$ cat src/rtl/clk_rst_pkg.sv
`default_nettype none
// ============================================================================
// Module      : clk_rst_pkg
// Description : Shared types and helpers for the PLL reset sequencer:
//               FSM state encoding, counter sizing and status widths.
// Revision    : 1.0 - initial release
// ============================================================================
package clk_rst_pkg;

  // Width of the saturating watchdog retry counter
  localparam int RETRY_W = 8;

  // Sequencer states
  typedef enum logic [2:0] {
    PLL_RST   = 3'd0,
    WAIT_LOCK = 3'd1,
    STABLE    = 3'd2,
    RELEASE   = 3'd3,
    RUN       = 3'd4
  } state_e;

  // Counter width large enough for the longest terminal count of any phase
  function automatic int cnt_width(input int timeout_c, input int lock_c,
                                   input int pll_rst_c, input int release_c);
    int m;
    m = timeout_c;
    if (lock_c > m) m = lock_c;
    if (pll_rst_c > m) m = pll_rst_c;
    if (release_c > m) m = release_c;
    return (m < 2) ? 1 : $clog2(m);
  endfunction

endpackage
`default_nettype wire

$ cat src/rtl/sync_2ff.sv
`default_nettype none
// ============================================================================
// Module      : sync_2ff
// Description : Two-flop synchroniser, asynchronous active-low reset to 0.
//               Also used for downstream per-domain reset synchronisers.
// Revision    : 1.0 - initial release
// ============================================================================
module sync_2ff (
  input  logic clk,
  input  logic rst_n,
  input  logic d_i,
  output logic q_o
);

  logic meta_q;
  logic sync_q;

  // Two-stage capture of an asynchronous level
  always_ff @(posedge clk or negedge rst_n) begin
    if (!rst_n) begin
      meta_q <= 1'b0;
      sync_q <= 1'b0;
    end else begin
      meta_q <= d_i;
      sync_q <= meta_q;
    end
  end

  assign q_o = sync_q;

endmodule
`default_nettype wire

$ cat src/rtl/pll_reset_sequencer.sv
`default_nettype none
// ============================================================================
// Module      : pll_reset_sequencer
// Description : Holds an iCE40 PLL in reset, waits for and qualifies lock,
//               then releases N downstream resets in staggered order.
//               Watchdog retries the PLL; lock loss re-asserts all resets.
// Revision    : 1.0 - initial release
// ============================================================================
module pll_reset_sequencer
  import clk_rst_pkg::*;
#(
  parameter int N_DOMAINS      = 2,
  parameter int LOCK_CYCLES    = 1024,
  parameter int STAGGER_CYCLES = 16,
  parameter int TIMEOUT_CYCLES = 65536,
  parameter int PLL_RST_CYCLES = 8
) (
  input  logic                 clk,
  input  logic                 rst_n,
  input  logic                 pll_locked,
  output logic                 pll_resetb,
  output logic [N_DOMAINS-1:0] dom_rst_n,
  output logic                 ready,
  output logic                 lock_lost,
  input  logic                 clear_lost,
  output logic [RETRY_W-1:0]   retry_count
);

  localparam int CW = cnt_width(TIMEOUT_CYCLES, LOCK_CYCLES, PLL_RST_CYCLES,
                                (N_DOMAINS - 1) * STAGGER_CYCLES + 1);

  localparam logic [CW-1:0] c_pll_rst_last = CW'(PLL_RST_CYCLES - 1);
  localparam logic [CW-1:0] c_timeout_last = CW'(TIMEOUT_CYCLES - 1);
  localparam logic [CW-1:0] c_lock_last    = CW'(LOCK_CYCLES - 1);

  // Parameter legality
  if (N_DOMAINS < 1) begin : g_chk_n_domains
    $error("pll_reset_sequencer: N_DOMAINS must be >= 1");
  end
  if (LOCK_CYCLES < 1) begin : g_chk_lock
    $error("pll_reset_sequencer: LOCK_CYCLES must be >= 1");
  end
  if (STAGGER_CYCLES < 1) begin : g_chk_stagger
    $error("pll_reset_sequencer: STAGGER_CYCLES must be >= 1");
  end
  if (TIMEOUT_CYCLES < 2) begin : g_chk_timeout
    $error("pll_reset_sequencer: TIMEOUT_CYCLES must be >= 2");
  end
  if (PLL_RST_CYCLES < 1) begin : g_chk_pll_rst
    $error("pll_reset_sequencer: PLL_RST_CYCLES must be >= 1");
  end

  state_e               state_q, state_d;
  logic [CW-1:0]        cnt_q, cnt_d;
  logic                 pll_resetb_q, pll_resetb_d;
  logic [N_DOMAINS-1:0] dom_q, dom_d;
  logic                 ready_q, ready_d;
  logic                 lost_q, lost_d;
  logic                 lost_set;
  logic [RETRY_W-1:0]   retry_q, retry_d;
  logic                 lock_s;
  logic [N_DOMAINS-1:0] rel_hit;

  sync_2ff u_lock_sync (
    .clk   (clk),
    .rst_n (rst_n),
    .d_i   (pll_locked),
    .q_o   (lock_s)
  );

  // Domain i is due for release when the RELEASE counter reaches i*STAGGER
  for (genvar i = 0; i < N_DOMAINS; i++) begin : g_rel_hit
    assign rel_hit[i] = (cnt_q == CW'(i * STAGGER_CYCLES));
  end

  // Next-state and registered-output logic for the sequencer
  always_comb begin
    state_d      = state_q;
    cnt_d        = cnt_q;
    pll_resetb_d = pll_resetb_q;
    dom_d        = dom_q;
    ready_d      = ready_q;
    retry_d      = retry_q;
    lost_set     = 1'b0;

    case (state_q)
      PLL_RST: begin
        pll_resetb_d = 1'b0;
        if (cnt_q == c_pll_rst_last) begin
          state_d      = WAIT_LOCK;
          pll_resetb_d = 1'b1;
          cnt_d        = '0;
        end else begin
          cnt_d = cnt_q + CW'(1);
        end
      end

      WAIT_LOCK: begin
        if (lock_s) begin
          // Lock wins over a coincident timeout
          state_d = STABLE;
          cnt_d   = '0;
        end else if (cnt_q == c_timeout_last) begin
          state_d      = PLL_RST;
          pll_resetb_d = 1'b0;
          cnt_d        = '0;
          if (retry_q != '1) retry_d = retry_q + RETRY_W'(1);
        end else begin
          cnt_d = cnt_q + CW'(1);
        end
      end

      STABLE: begin
        if (!lock_s) begin
          // Any dropout restarts qualification with a fresh watchdog window
          state_d = WAIT_LOCK;
          cnt_d   = '0;
        end else if (cnt_q == c_lock_last) begin
          state_d = RELEASE;
          cnt_d   = '0;
        end else begin
          cnt_d = cnt_q + CW'(1);
        end
      end

      RELEASE: begin
        if (!lock_s) begin
          state_d  = WAIT_LOCK;
          cnt_d    = '0;
          dom_d    = '0;
          ready_d  = 1'b0;
          lost_set = 1'b1;
        end else begin
          // OR-in only: a released domain never re-asserts here
          dom_d = dom_q | rel_hit;
          if (rel_hit[N_DOMAINS-1]) begin
            state_d = RUN;
            ready_d = 1'b1;
            cnt_d   = '0;
          end else begin
            cnt_d = cnt_q + CW'(1);
          end
        end
      end

      RUN: begin
        if (!lock_s) begin
          // PLL is left running; the watchdog retries it if lock stays away
          state_d  = WAIT_LOCK;
          cnt_d    = '0;
          dom_d    = '0;
          ready_d  = 1'b0;
          lost_set = 1'b1;
        end
      end

      default: begin
        state_d      = PLL_RST;
        cnt_d        = '0;
        pll_resetb_d = 1'b0;
        dom_d        = '0;
        ready_d      = 1'b0;
      end
    endcase
  end

  // Sticky lock-lost flag; a new loss outranks a clear in the same cycle
  always_comb begin
    lost_d = lost_q;
    if (lost_set) begin
      lost_d = 1'b1;
    end else if (clear_lost) begin
      lost_d = 1'b0;
    end
  end

  // State and output registers
  always_ff @(posedge clk or negedge rst_n) begin
    if (!rst_n) begin
      state_q      <= PLL_RST;
      cnt_q        <= '0;
      pll_resetb_q <= 1'b0;
      dom_q        <= '0;
      ready_q      <= 1'b0;
      lost_q       <= 1'b0;
      retry_q      <= '0;
    end else begin
      state_q      <= state_d;
      cnt_q        <= cnt_d;
      pll_resetb_q <= pll_resetb_d;
      dom_q        <= dom_d;
      ready_q      <= ready_d;
      lost_q       <= lost_d;
      retry_q      <= retry_d;
    end
  end

  assign pll_resetb  = pll_resetb_q;
  assign dom_rst_n   = dom_q;
  assign ready       = ready_q;
  assign lock_lost   = lost_q;
  assign retry_count = retry_q;

endmodule
`default_nettype wire

$ cat config.mk
export PLATFORM = sky130hd
export DESIGN_NAME = pll_reset_sequencer
export DESIGN_NICKNAME = d
export VERILOG_FILES = /design/src/rtl/clk_rst_pkg.sv /design/src/rtl/sync_2ff.sv /design/src/rtl/pll_reset_sequencer.sv
export SDC_FILE = /design/constraint.sdc
export NUM_CORES = 1
export LEC_CHECK = 0
export CAP_MARGIN = 30
export CORE_ASPECT_RATIO = 1.75
export CORE_UTILIZATION = 48
export CTS_BUF_LIST = sky130_fd_sc_hd__clkbuf_8
export CTS_CLUSTER_DIAMETER = 120
export DETAILED_ROUTE_END_ITERATION = 8
export PLACE_DENSITY_LB_ADDON = 0.12
export SLEW_MARGIN = 5
export SYNTH_ARGS = -nofsm -noshare
export SYNTH_HDL_FRONTEND = slang
export SYNTH_SLANG_ARGS = --single-unit
$ cat constraint.sdc
create_clock -name clk -period 4.66 [get_ports clk]
set_input_delay 0.932 -clock clk [delete_from_list [all_inputs] [get_ports clk]]
set_output_delay 0.932 -clock clk [all_outputs]
set_load 0.01 [all_outputs]
; ---- Word-level counts from Yosys, hierarchy flattened
; Cells that the tools add are included.
[word_totals]
wordCells = 75
register_bits = 34
out_inout_bits = 13
input_bits = 4
[classes]
reduce_logical = 11
mux = 33
addsub = 2
n_eq_ne = 16
bitwise_logic = 4
[op_table]
columns = op, n
row1 = two-way mux 16 bit, 8
row2 = case mux 16 bit (5 select lines), 1
row3 = two-way mux 3 bit, 8
row4 = adder 16 x 1 -> 16 bit (second input constant), 1
row5 = equality test 16 x 10 -> 1 bit (second input constant), 1
row6 = equality test 16 bit (second input constant), 1
row7 = equality test 16 x 3 -> 1 bit (second input constant), 1
row8 = equality test 16 x 5 -> 1 bit (second input constant), 1
row9 = zero test 16 bit, 1
row10 = case mux 3 bit (5 select lines), 1
row11 = two-way mux 1 bit, 10
row12 = adder 8 x 1 -> 8 bit (second input constant), 1
row13 = != test 2 bit (second input constant), 4
row14 = != test 8 bit (second input constant), 1
row15 = equality test 3 x 2 -> 1 bit (second input constant), 2
row16 = != test 3 bit (second input constant), 2
row17 = case mux 1 bit (3 select lines), 2
row18 = case mux 2 bit (3 select lines), 1
row19 = AND reduction 3 bit, 2
row20 = OR reduction 3 bit, 2
row21 = AND reduction 5 bit, 1
row22 = two-way mux 2 bit, 2
row23 = AND reduction 4 bit, 1
row24 = equality test 3 x 1 -> 1 bit (second input constant), 1
row25 = other kinds (8), 10

; ---- Longest topological paths before layout
; Gate-level depths: netlist of run 1.
[depth]
ltp_word = 4
depth_mapped = 8
ltp_nobuf = 7

; ---- Hierarchy
; From an unflattened synthesis of run 1, not the netlist that was laid out.
[unflattened]
cells_unflattened = 225
hier_area_um2 = 1960.6
[modules_own_cells]
columns = module, seq_area_each_um2, cells_per_inst, n_inst, area_per_inst_um2
row1 = pll_reset_sequencer, 800.8, 223, 1, 1910.6
row2 = sync_2ff, 50.0, 2, 1, 50.0

; ---- Least setup slack after synthesis of run 1
; Ideal clock, no wire load.
[synth_path]
path_type = register to register
start = reg cnt_q[1]
end = reg cnt_q[1]
stages_incl_launch_ff = 7
arrival_time_ps = 2035
synth_period_minus_slack_ps = 2156
n_path_buf = 0
t_required_ps = 4539
slack_ps = 2504
setup_time_ps = 121
path_cell_list = dfrtp_1 > ha_1 > nand4_2 > or3_4 > o21a_4 > or3_4 > a22o_1
[synth_between]
elab_chain_cells = 4
word_cells_on_any_way = 13
cone_classes = add/sub: 1 / eq/ne: 4 / mux: 8
[synth_rtl]
columns = item, line_no
row1 = from (decl), pll_reset_sequencer.sv:54  ; logic [CW-1:0] cnt_q, cnt_d;
row2 = from (signal assigned), pll_reset_sequencer.sv:189  ; cnt_q <= cnt_d;
row3 = "adder 16 x 1 -> 16 bit, or another cell as far along", n/a
row4 = two-way mux 16 bit (on tied branches), "pll_reset_sequencer.sv:136, pll_reset_sequencer.sv:103, pll_reset_sequencer.sv:118"
row5 = two-way mux 16 bit (on tied branches), "pll_reset_sequencer.sv:127, pll_reset_sequencer.sv:99, pll_reset_sequencer.sv:114"
row6 = case mux 16 bit (5 select lines) (*), pll_reset_sequencer.sv:86  ; case (state_q)
; Mark *: on every way between the ends. The rest lies on a longest branch, timed or not.
; A chain may end at the register's enable or synchronous reset.

; ---- Final worst setup path of run 1
[layout_path]
start = reg cnt_q[1]
end = reg cnt_q[15]
; The elaborated chain is that of the path after synthesis.

==> results.txt, run 1 <==
Mean Syn Cell Area - 9.414 um2
Predominant post-synthesis flop cell - dfrtp_1
Post-DP Area - 2132 um2
Main area contributors after synthesis - dfrtp_1 (44%), o31ai_1 (3.9%), nor2_1 (3.7%), xnor2_1 (3.2%), nand2_1 (2.9%)
Worst vdd ir - 0.0003065 V
Antenna diodes - 0
Post-synth ARST share - 1.000
Top-count cell post-synth - dfrtp_1
Slowest stage delay, CP - 570 ps
Max FO, Critical Path - 13
Starting Density - 0.5016
Fmax - 0.3918 GHz
Top cells by count, synth - dfrtp_1 (34), nor2_1 (19), nand2_1 (15)
Clock Root Buffer - clkbuf_8
Number of core rows - 30
Fin nets - 229
Post-CTS setup buffers - 0
Outcome - finished clean
Area Overhead vs Synth - 14.65%
CP startpoint - cnt_q[1]$_DFFE_PN0P_
Drc violations - 0
Critical path class - reg -> reg
Antenna violations before repair - 0
Crit path cell chain - ha_1, nand4_2, or3_4, o21a_4, nor4_4, o21ai_0
Post-synth top area share - 0.4387
Worst hold slack - 350.9 ps
Routed Antenna Nets - 0
RSZ-0062 raised after global routing - no
Worst-margin pin slew - 659.1 ps
Post-Route WL - 4653 um
Worst reg2reg startpoint - cnt_q[1]$_DFFE_PN0P_
Synthesized Nets - 213
WP data arrival - 2700 ps
# resized after CTS - 0
Min Tclk post-route - 2553 ps
Clk slew on worst S/H paths - 70 ps
Post-layout util - 0.5751
Min-delay worst type - reg -> reg
First DRT Iteration DRCs - 69
Clock latency at the later pin of the worst-skew pair - 290 ps
Power density cells - 401.4 nW/um2
GPL Wtd Cong - 0.8993
Core area - 3866 um2
Sequential standard cell area - 850.8 um2
Clock tree sinks - 34
Cells after DPL - 263
Synth area leader - dfrtp_1
CP Capture Type - flop
CTS tree - yes
Critical path required time - 4810 ps
Drt pass-1 iters - 4
Worst setup SP type - flop
Share of cells above drive strength 1 - 0.08520
Seq cells post-synth - 34
Largest net degree at the start of global routing - 35
Post-DR vias/cell - 6.347
Via count - 1720
Post-synth EDFFs - 0
HPWL after DPL - 3429 um
Share of the yosys chip area belonging to registers - 0.4387
Die Wd - 50.05 um
Gr usage total - 0.2509
Headroom to the max-slew limit - 0.5606
Cell count after synthesis - 206
# hold bufs at CTS - 0
Non-Filler Instances - 271
Design Area, Final - 2223 um2
Ports - 17
Fillers - 339
Max H-tree Level - 2
Routed len/inst - 17.17 um
Cell type of the slowest stage on the worst timing path - nor4_4
Leak - 0.8942 nW
Input/output buffers - 16
Hold_sp - u_lock_sync.meta_q$_DFF_PN0_
Vias in the first global route - 1702
First-pass GRT wire length - 8162 um
Max Slew Vio Count - 0
Final Hold Fails - 0
CTS buffer count - 5
Period utilization - 0.5478
Die area - 4309 um2
Fin Clk Skew - 8.632 ps
Syn. warnings - 0
Synth cell types - 46
Multi-input gate area - 1012 um2
Overflow after GRT - 0
Setup violations, final - 0
Clock buffer depth - 2
Setup TNS - 0 ps
Area of the mapped netlist - 1939 um2
Max Cap Viol - 0
Die height - 86.09 um
per-stage QoR:
| stage | total power, mW | setup slack (ps) |
|---|---|---|
| global placement | 0.6601 | 2093 |
| finish | 0.8925 | 2107 |
| detailed placement | 0.6713 | 2097 |
| floorplan | 0.5940 | 2504 |
| CTS | 0.8934 | 2116 |
| global route | 0.9418 | 1946 |
report_power, final:
| group | internal (mW) | switching, mW |
|---|---|---|
| sequential | 0.323 | 0.0454 |
| combinational | 0.120 | 0.181 |
| clock | 0.117 | 0.106 |
sequential cells by signal, indices dropped and copies added (netlist names):
signal / flops
lock_lost: 1
ready: 1
dom_rst_n: 2
u_lock_sync.meta_q: 1
cnt_q: 16
pll_resetb: 1
retry_count: 8
state_q: 3
u_lock_sync.q_o: 1
worst max-delay path: cells and delay by family, from the launching register on:
kind	cells	cell delay, ps
AO/OA/AOI/OAI	2	460
adder cells (fa/ha/maj)	1	270
flip-flops	1	410
AND/OR/NAND/NOR	3	1270
routing by layer:
metal | share of wire | vias up | wire length (um) | track usage
li1 | - | 807 | - | -
met4 | 0.034 | 0 | 157 | 0.1299
met2 | 0.53 | 69 | 2486 | 0.4352
met5 | 0 | - | 0 | 0
met3 | 0.044 | 16 | 207 | 0.04433
met1 | 0.39 | 828 | 1801 | 0.2857
final timing paths:
path | to | slack, ps | cells past startpoint
max | cnt_q[15]$_DFFE_PN0P_ | 2110 | 6
min | u_lock_sync.q_o$_DFF_PN0_ | 350 | 0
max reg2reg | cnt_q[15]$_DFFE_PN0P_ | 2110 | 6
min reg2reg | u_lock_sync.q_o$_DFF_PN0_ | 350 | 0
max in group asynchronous | cnt_q[7]$_DFFE_PN0P_ | 3310 | 2
min in group asynchronous | cnt_q[4]$_DFFE_PN0P_ | 1040 | 2
cell type report:
cell class / count / area share
clock buffer: 6 / 0.03714
sequential: 34 / 0.3827
inverter: 9 / 0.01519
clock inverter: 2 / 0.003939
multi-input combinational: 154 / 0.4553
tap: 48 / 0.02701
timing repair buffer: 18 / 0.07878
logic make-up after synthesis:
kind of cell | Yosys count | share of synthesized area
AND/OR/NAND/NOR | 89 | 0.2677
AO/OA/AOI/OAI | 51 | 0.1832
XOR/XNOR | 9 | 0.04065
adder cells (fa/ha/maj) | 3 | 0.01936
buffers and inverters | 18 | 0.03935
multiplexers | 2 | 0.01097
flip-flops | 34 | 0.4387
placed cells by master (no fill, tap or decap), drive strengths merged, types with 6 or more instances in the layout:
master | netlist | layout
inv | 9 | 10
nor3 | 6 | 6
nor4 | 7 | 7
a21oi | 9 | 9
nor2 | 19 | 19
nand3 | 10 | 10
o21ai | 11 | 11
nand2 | 15 | 15
nand4 | 9 | 9
clkdlybuf4s50 | 0 | 16
o31ai | 10 | 10
xnor2 | 7 | 7
clkbuf | 2 | 6
dfrtp | 34 | 34
(Power assumes the default switching activity.)
==> run 2, diff against run 1 <==
Clock period 4.66 ns to 2.1 ns, I/O delays scaled along.
==> run 2 against run 1 <==
The run now ends with setup timing left. Hold slack improved by 47 ps. Critical path depth did not move. Die area did not move. Sequential power rose by 120%. Power rose to 2.7 times the previous value. Largest cell class unchanged.
==> results.txt, run 2 (same netlist as run 1, synthesis figures left out) <==
Outcome - complete, but fails checks (was finished clean)
Failing checks - setup timing
Slowest stage delay, CP - 460 ps (was 570 ps)
Worst hold slack - 397.6 ps (was 350.9 ps)
Max H-tree Level - 2 (unchanged)
Antenna diodes - 0 (unchanged)
Period utilization - 1.018 (was 0.5478)
Pwr Total - 2.384 mW (was 0.8925 mW)
First DRT Iteration DRCs - 64 (was 69)
Share of cells above drive strength 1 - 0.3040 (was 0.08520)
Area Overhead vs Synth - 38.45% (was 14.65%)
Clock tree sinks - 34 (unchanged)
Worst vdd ir - 0.0006821 V (was 0.0003065 V)
Post-DP Area - 2490 um2 (was 2132 um2)
Clock buffer depth - 2 (unchanged)
Clk slew on worst S/H paths - 70 ps (about the same)
Fillers - 300 (was 339)
Most common cell after layout, fill and taps aside - buf_4 (was dfrtp_1)
Clock Root Buffer - clkbuf_8 (unchanged)
Design Area, Final - 2685 um2 (was 2223 um2)
CTS buffer count - 5 (unchanged)
Detail Route met3 WL - 199 um (was 207 um)
Fin Clk Skew - 7.095 ps (was 8.632 ps)
Cells after DPL - 309 (was 263)
Routed len/inst - 17.43 um (was 17.17 um)
Worst slack at placement - -117.2 ps (was 2097 ps)
Final Hold Fails - 0 (unchanged)
Die height - 86.09 um (unchanged)
Post-layout util - 0.6945 (was 0.5751)
Top reg by flops - cnt_q (unchanged)
Die area - 4309 um2 (unchanged)
M1 wire length - 2248 um (was 1801 um)
Top layer in use - met4 (unchanged)
Multi-input gate area - 1110 um2 (was 1012 um2)
Overflow after GRT - 0 (unchanged)
Leak - 1.159 nW (was 0.8942 nW)
Die Wd - 50.05 um (unchanged)
Drc violations - 0 (unchanged)
Min-delay worst type - reg -> reg (unchanged)
Worst setup SP type - flop (unchanged)
Antenna violations before repair - 0 (unchanged)
Max FFs per register - 16 (unchanged)
Max FO, Critical Path - 8 (was 13)
Sequential standard cell area - 852.1 um2 (was 850.8 um2)
Routed Antenna Nets - 0 (unchanged)
Critical path class - reg -> reg (unchanged)
Max Cap Viol - 0 (unchanged)
Power density cells - 888.0 nW/um2 (was 401.4 nW/um2)
WP data arrival - 2310 ps (was 2700 ps)
Headroom to the max-slew limit - 0.6900 (was 0.5606)
Critical path required time - 2270 ps (was 4810 ps)
Fmax - 0.4679 GHz (was 0.3918 GHz)
GPL Wtd Cong - 0.9235 (was 0.8993)
Min Tclk post-route - 2137 ps (was 2553 ps)
Vias in the first global route - 1961 (was 1702)
Via count - 1921 (was 1720)
Cell type of the slowest stage on the worst timing path - dfrtp_2 (was nor4_4)
Post-Route WL - 5594 um (was 4653 um)
Number of core rows - 30 (unchanged)
CP Capture Type - flop (unchanged)
Largest net degree at the start of global routing - 35 (unchanged)
R2r worst-path depth - 6 (unchanged)
Post-DR vias/cell - 5.984 (was 6.347)
Starting Density - 0.5016 (unchanged)
Input/output buffers - 16 (unchanged)
Setup violations, final - 3 (was 0)
Most frequent cells in the layout - buf_4 (52), dfrtp_1 (33), nor2_1 (19) (was dfrtp_1 (34), nor2_1 (19), clkdlybuf4s50_1 (16))
Crit path cell chain - nor4_2, buf_4, nand4_1, a22o_4, or3_4, a22o_1 (was ha_1, nand4_2, or3_4, o21a_4, nor4_4, o21ai_0)
Fin nets - 280 (was 229)
Worst-margin pin slew - 463.8 ps (was 659.1 ps)
Routed met2 length - 2987 um (was 2486 um)
Ports - 17 (unchanged)
Non-Filler Instances - 321 (was 271)
Max Slew Vio Count - 0 (unchanged)
RSZ-0062 raised after global routing - yes (was no)
Core area - 3866 um2 (unchanged)
Drt pass-1 iters - 4 (unchanged)
Gr usage total - 0.2791 (was 0.2509)
Clock latency at the later pin of the worst-skew pair - 290 ps (about the same)
HPWL after DPL - 4013 um (was 3429 um)
Setup TNS - -69.87 ps (was 0 ps)
First-pass GRT wire length - 9073 um (was 8162 um)
CTS tree - yes (unchanged)
Final setup margin - -37.37 ps (was 2107 ps)
Hold depth - 0 (unchanged)
[run 2: changes by cell type in the layout (fill, tap and decap cells not counted), sizes merged]
cell    delta
buf       +50
inv        -1
clkinv     +1
a22o       +1
clkbuf     -1
[run 2: where the power goes]
| group | total, mW | switching [mW] | leakage (nW) | internal [mW] |
|---|---|---|---|---|
| combinational | 1.13 | 0.552 | 0.655 | 0.573 |
| clock | 0.465 | 0.242 | 0.0438 | 0.223 |
| sequential | 0.795 | 0.0775 | 0.460 | 0.717 |
[run 2: layer usage]
layer / global-route usage / up-vias
met4: 0.1403 / 0
met2: 0.4885 / 62
met5: 0 / -
li1: - / 911
met1: 0.3198 / 931
met3: 0.04255 / 17
[run 2: cell type report]
type                            instances  share of cell area
Inverter                                9             0.01258
Sequential cell                        34              0.3173
Timing Repair Buffer                   68              0.2050
Multi-Input combinational cell        155              0.4133
Tap cell                               48             0.02237
Clock inverter                          2            0.003728
Clock buffer                            5             0.02563
[run 2: worst paths after layout]
kind / startpoint / end / slack [ps]
setup / recovery: cnt_q[8]$_DFFE_PN0P_ / cnt_q[1]$_DFFE_PN0P_ / -40
hold / removal: u_lock_sync.meta_q$_DFF_PN0_ / u_lock_sync.q_o$_DFF_PN0_ / 400
setup reg to reg: cnt_q[8]$_DFFE_PN0P_ / cnt_q[1]$_DFFE_PN0P_ / -40
hold reg to reg: u_lock_sync.meta_q$_DFF_PN0_ / u_lock_sync.q_o$_DFF_PN0_ / 400
max in group asynchronous: rst_n / cnt_q[8]$_DFFE_PN0P_ / 1240
min in group asynchronous: rst_n / cnt_q[15]$_DFFE_PN0P_ / 540
[run 2: timing repair]
action,4_1_cts,5_1_grt
hold buffers,0,0
pin swaps,7,3
gates resized for setup,8,12
endpoints found under the setup margin,17,18
cloned,1,0
setup buffers,3,1
[run 2: critical path, delay by kind of cell, from the launching register on]
kind / cells / cell delay, ps
buffers and inverters: 1 / 160
AND/OR/NAND/NOR: 3 / 880
flip-flops: 1 / 460
AO/OA/AOI/OAI: 2 / 520
==> run 3, diff against run 2 <==
Settings changed: HOLD_SLACK_MARGIN set to 0.15, MAX_ROUTING_LAYER set to met4, PLACE_DENSITY set to 0.7, PLACE_DENSITY_LB_ADDON 0.12 to not set.
==> run 3 against run 2 <==
The flow still finishes with violations (setup timing). Via count grew 7.5%. Core utilization grew 6.3 points. Non-clock buffer count grew 7. Combinational power grew 20%. Routed wire length grew 14%. Maximum frequency shrank 3.2%. Register-to-register slack lost 70 ps. Largest power group unchanged. Highest routed layer unchanged.
==> results.txt, run 3 (same netlist as run 1, synthesis figures left out) <==
Outcome - complete, but fails checks (unchanged)
Failing checks - setup timing (unchanged)
Drt pass-1 iters - 4 (unchanged)
Min-delay worst type - reg -> reg (unchanged)
Min Tclk post-route - 2207 ps (was 2137 ps)
Routed len/inst - 19.43 um (was 17.43 um)
HPWL after DPL - 4247 um (was 4013 um)
Area Overhead vs Synth - 51.10% (was 38.45%)
Worst setup SP type - flop (unchanged)
Fillers - 254 (was 300)
Max Slew Vio Count - 0 (unchanged)
Antenna violations before repair - 0 (unchanged)
Clock tree sinks - 34 (unchanged)
Number of core rows - 30 (unchanged)
Clock buffer depth - 2 (unchanged)
Cell type of the slowest stage on the worst timing path - dfrtp_1 (was dfrtp_2)
Fin Clk Skew - 8.702 ps (was 7.095 ps)
Overflow after GRT - 0 (unchanged)
Most Crowded Layer GR - met2 (unchanged)
Share of cells above drive strength 1 - 0.3737 (was 0.3040)
Met3 Usage GRT - 0.04965 (was 0.04255)
Most common cell after layout, fill and taps aside - buf_4 (unchanged)
Vias in the first global route - 2016 (was 1961)
Via count - 2065 (was 1921)
Clk slew on worst S/H paths - 70 ps (about the same)
Final Hold Fails - 0 (unchanged)
CP Capture Type - flop (unchanged)
Die height - 86.09 um (unchanged)
Met1 GRT Util - 0.3018 (was 0.3198)
Worst hold slack - 364.2 ps (was 397.6 ps)
Clock Root Buffer - clkbuf_8 (unchanged)
Clock latency at the later pin of the worst-skew pair - 300 ps (was 290 ps)
Post-DP Area - 2527 um2 (was 2490 um2)
Die area - 4309 um2 (unchanged)
Max Cap Viol - 0 (unchanged)
GPL Wtd Cong - 1.008 (was 0.9235)
Buffer and inverter count on the worst path - 0 (was 1)
Max FO, Critical Path - 8 (unchanged)
RSZ-0062 raised after global routing - yes (unchanged)
Input/output buffers - 16 (unchanged)
Antenna diodes - 0 (unchanged)
Routed Antenna Nets - 0 (unchanged)
Design Area, Final - 2930 um2 (was 2685 um2)
Fmax - 0.4531 GHz (was 0.4679 GHz)
GR Util met2 - 0.5127 (was 0.4885)
Most frequent cells in the layout - buf_4 (54), dfrtp_1 (34), nor2_1 (19) (was buf_4 (52), dfrtp_1 (33), nor2_1 (19))
Slowest stage delay, CP - 500 ps (was 460 ps)
CP top delay family - simple AND/OR/NAND/NOR gates (unchanged)
WP data arrival - 2390 ps (was 2310 ps)
CTS buffer count - 5 (unchanged)
Ports - 17 (unchanged)
Period utilization - 1.051 (was 1.018)
Max H-tree Level - 2 (unchanged)
Setup violations, final - 11 (was 3)
# hold bufs at CTS - 0 (unchanged)
Final setup margin - -107.2 ps (was -37.37 ps)
Top reg by flops - cnt_q (unchanged)
Worst vdd ir - 0.0007383 V (was 0.0006821 V)
First-pass GRT wire length - 9280 um (was 9073 um)
CTS tree - yes (unchanged)
Gr usage total - 0.2998 (was 0.2791)
Post-DR vias/cell - 6.277 (was 5.984)
Starting Density - 0.5016 (unchanged)
Largest net degree at the start of global routing - 35 (unchanged)
Critical path required time - 2280 ps (was 2270 ps)
Post-Route WL - 6392 um (was 5594 um)
Core area - 3866 um2 (unchanged)
Critical path class - reg -> reg (unchanged)
Worst-margin pin slew - 442.7 ps (was 463.8 ps)
Power density cells - 981.9 nW/um2 (was 888.0 nW/um2)
Crit path cell chain - nor4_1, nand4_1, a22o_4, or3_4, a22o_1 (was nor4_2, buf_4, nand4_1, a22o_4, or3_4, a22o_1)
Drc violations - 0 (unchanged)
Fin nets - 287 (was 280)
Leak - 1.264 nW (was 1.159 nW)
Max FFs per register - 16 (unchanged)
First DRT Iteration DRCs - 82 (was 64)
Die Wd - 50.05 um (unchanged)
Headroom to the max-slew limit - 0.7041 (was 0.6900)
==> run 3: timing repair <==
item | 4_1_cts | 5_1_grt
setup endpoints to repair | 26 | 23
cloned | 0 | 1
setup buffers | 1 | 5
resized for setup | 8 | 40
pin swaps | 5 | 16
hold endpoints to repair | 0 | 0
==> run 3: report_power, final <==
part | internal (mW) | switching [mW] | total [mW]
combinational | 0.654 | 0.705 | 1.36
clock | 0.476 | 0.273 | 0.749
sequential | 0.717 | 0.0525 | 0.769
total | 1.85 | 1.03 | 2.88
==> run 3: per-layer routing <==
metal  part of all wire  routed length [um]
met3              0.043                 273
met5                  0                   0
met1               0.36                2329
met4              0.061                 387
met2               0.53                3401
==> run 3: metrics by stage <==
stage	setup WS (ps)	std cells	utilization	TNS, ps	total power [mW]
after global placement	-77.01	314	0.6537	-168.2	1.788
after floorplan	1.042	206	-	0	1.331
final	-107.2	329	0.7579	-326.4	2.877
after CTS	-8.167	323	0.7019	-13.99	2.640
after detailed placement	-135.3	314	0.6537	-853.0	1.827
after global routing	-255.8	329	0.7579	-3161	3.003
==> run 3: layout make-up <==
class / count / area, um2 / share of cell area
clock buffers: 5 / 68.82 / 0.02348
clock inverters: 3 / 68.82 / 0.02348
inverters: 9 / 33.78 / 0.01153
multi-input cells: 155 / 1226 / 0.4184
flip-flops and latches: 34 / 850.8 / 0.2904
well taps: 48 / 60.06 / 0.02050
repair buffers: 75 / 621.8 / 0.2122
==> run 3: path summary, 6_finish.rpt <==
kind,cells past startpoint,slack (ps),startpoint,endpoint
max,5,-110,cnt_q[3]$_DFFE_PN0P_,cnt_q[1]$_DFFE_PN0P_
min,0,360,u_lock_sync.meta_q$_DFF_PN0_,u_lock_sync.q_o$_DFF_PN0_
max reg2reg,5,-110,cnt_q[3]$_DFFE_PN0P_,cnt_q[1]$_DFFE_PN0P_
min reg2reg,0,360,u_lock_sync.meta_q$_DFF_PN0_,u_lock_sync.q_o$_DFF_PN0_
max in group asynchronous,2,1270,rst_n,retry_count[0]$_DFFE_PN0P_
min in group asynchronous,2,520,rst_n,cnt_q[9]$_DFFE_PN0P_
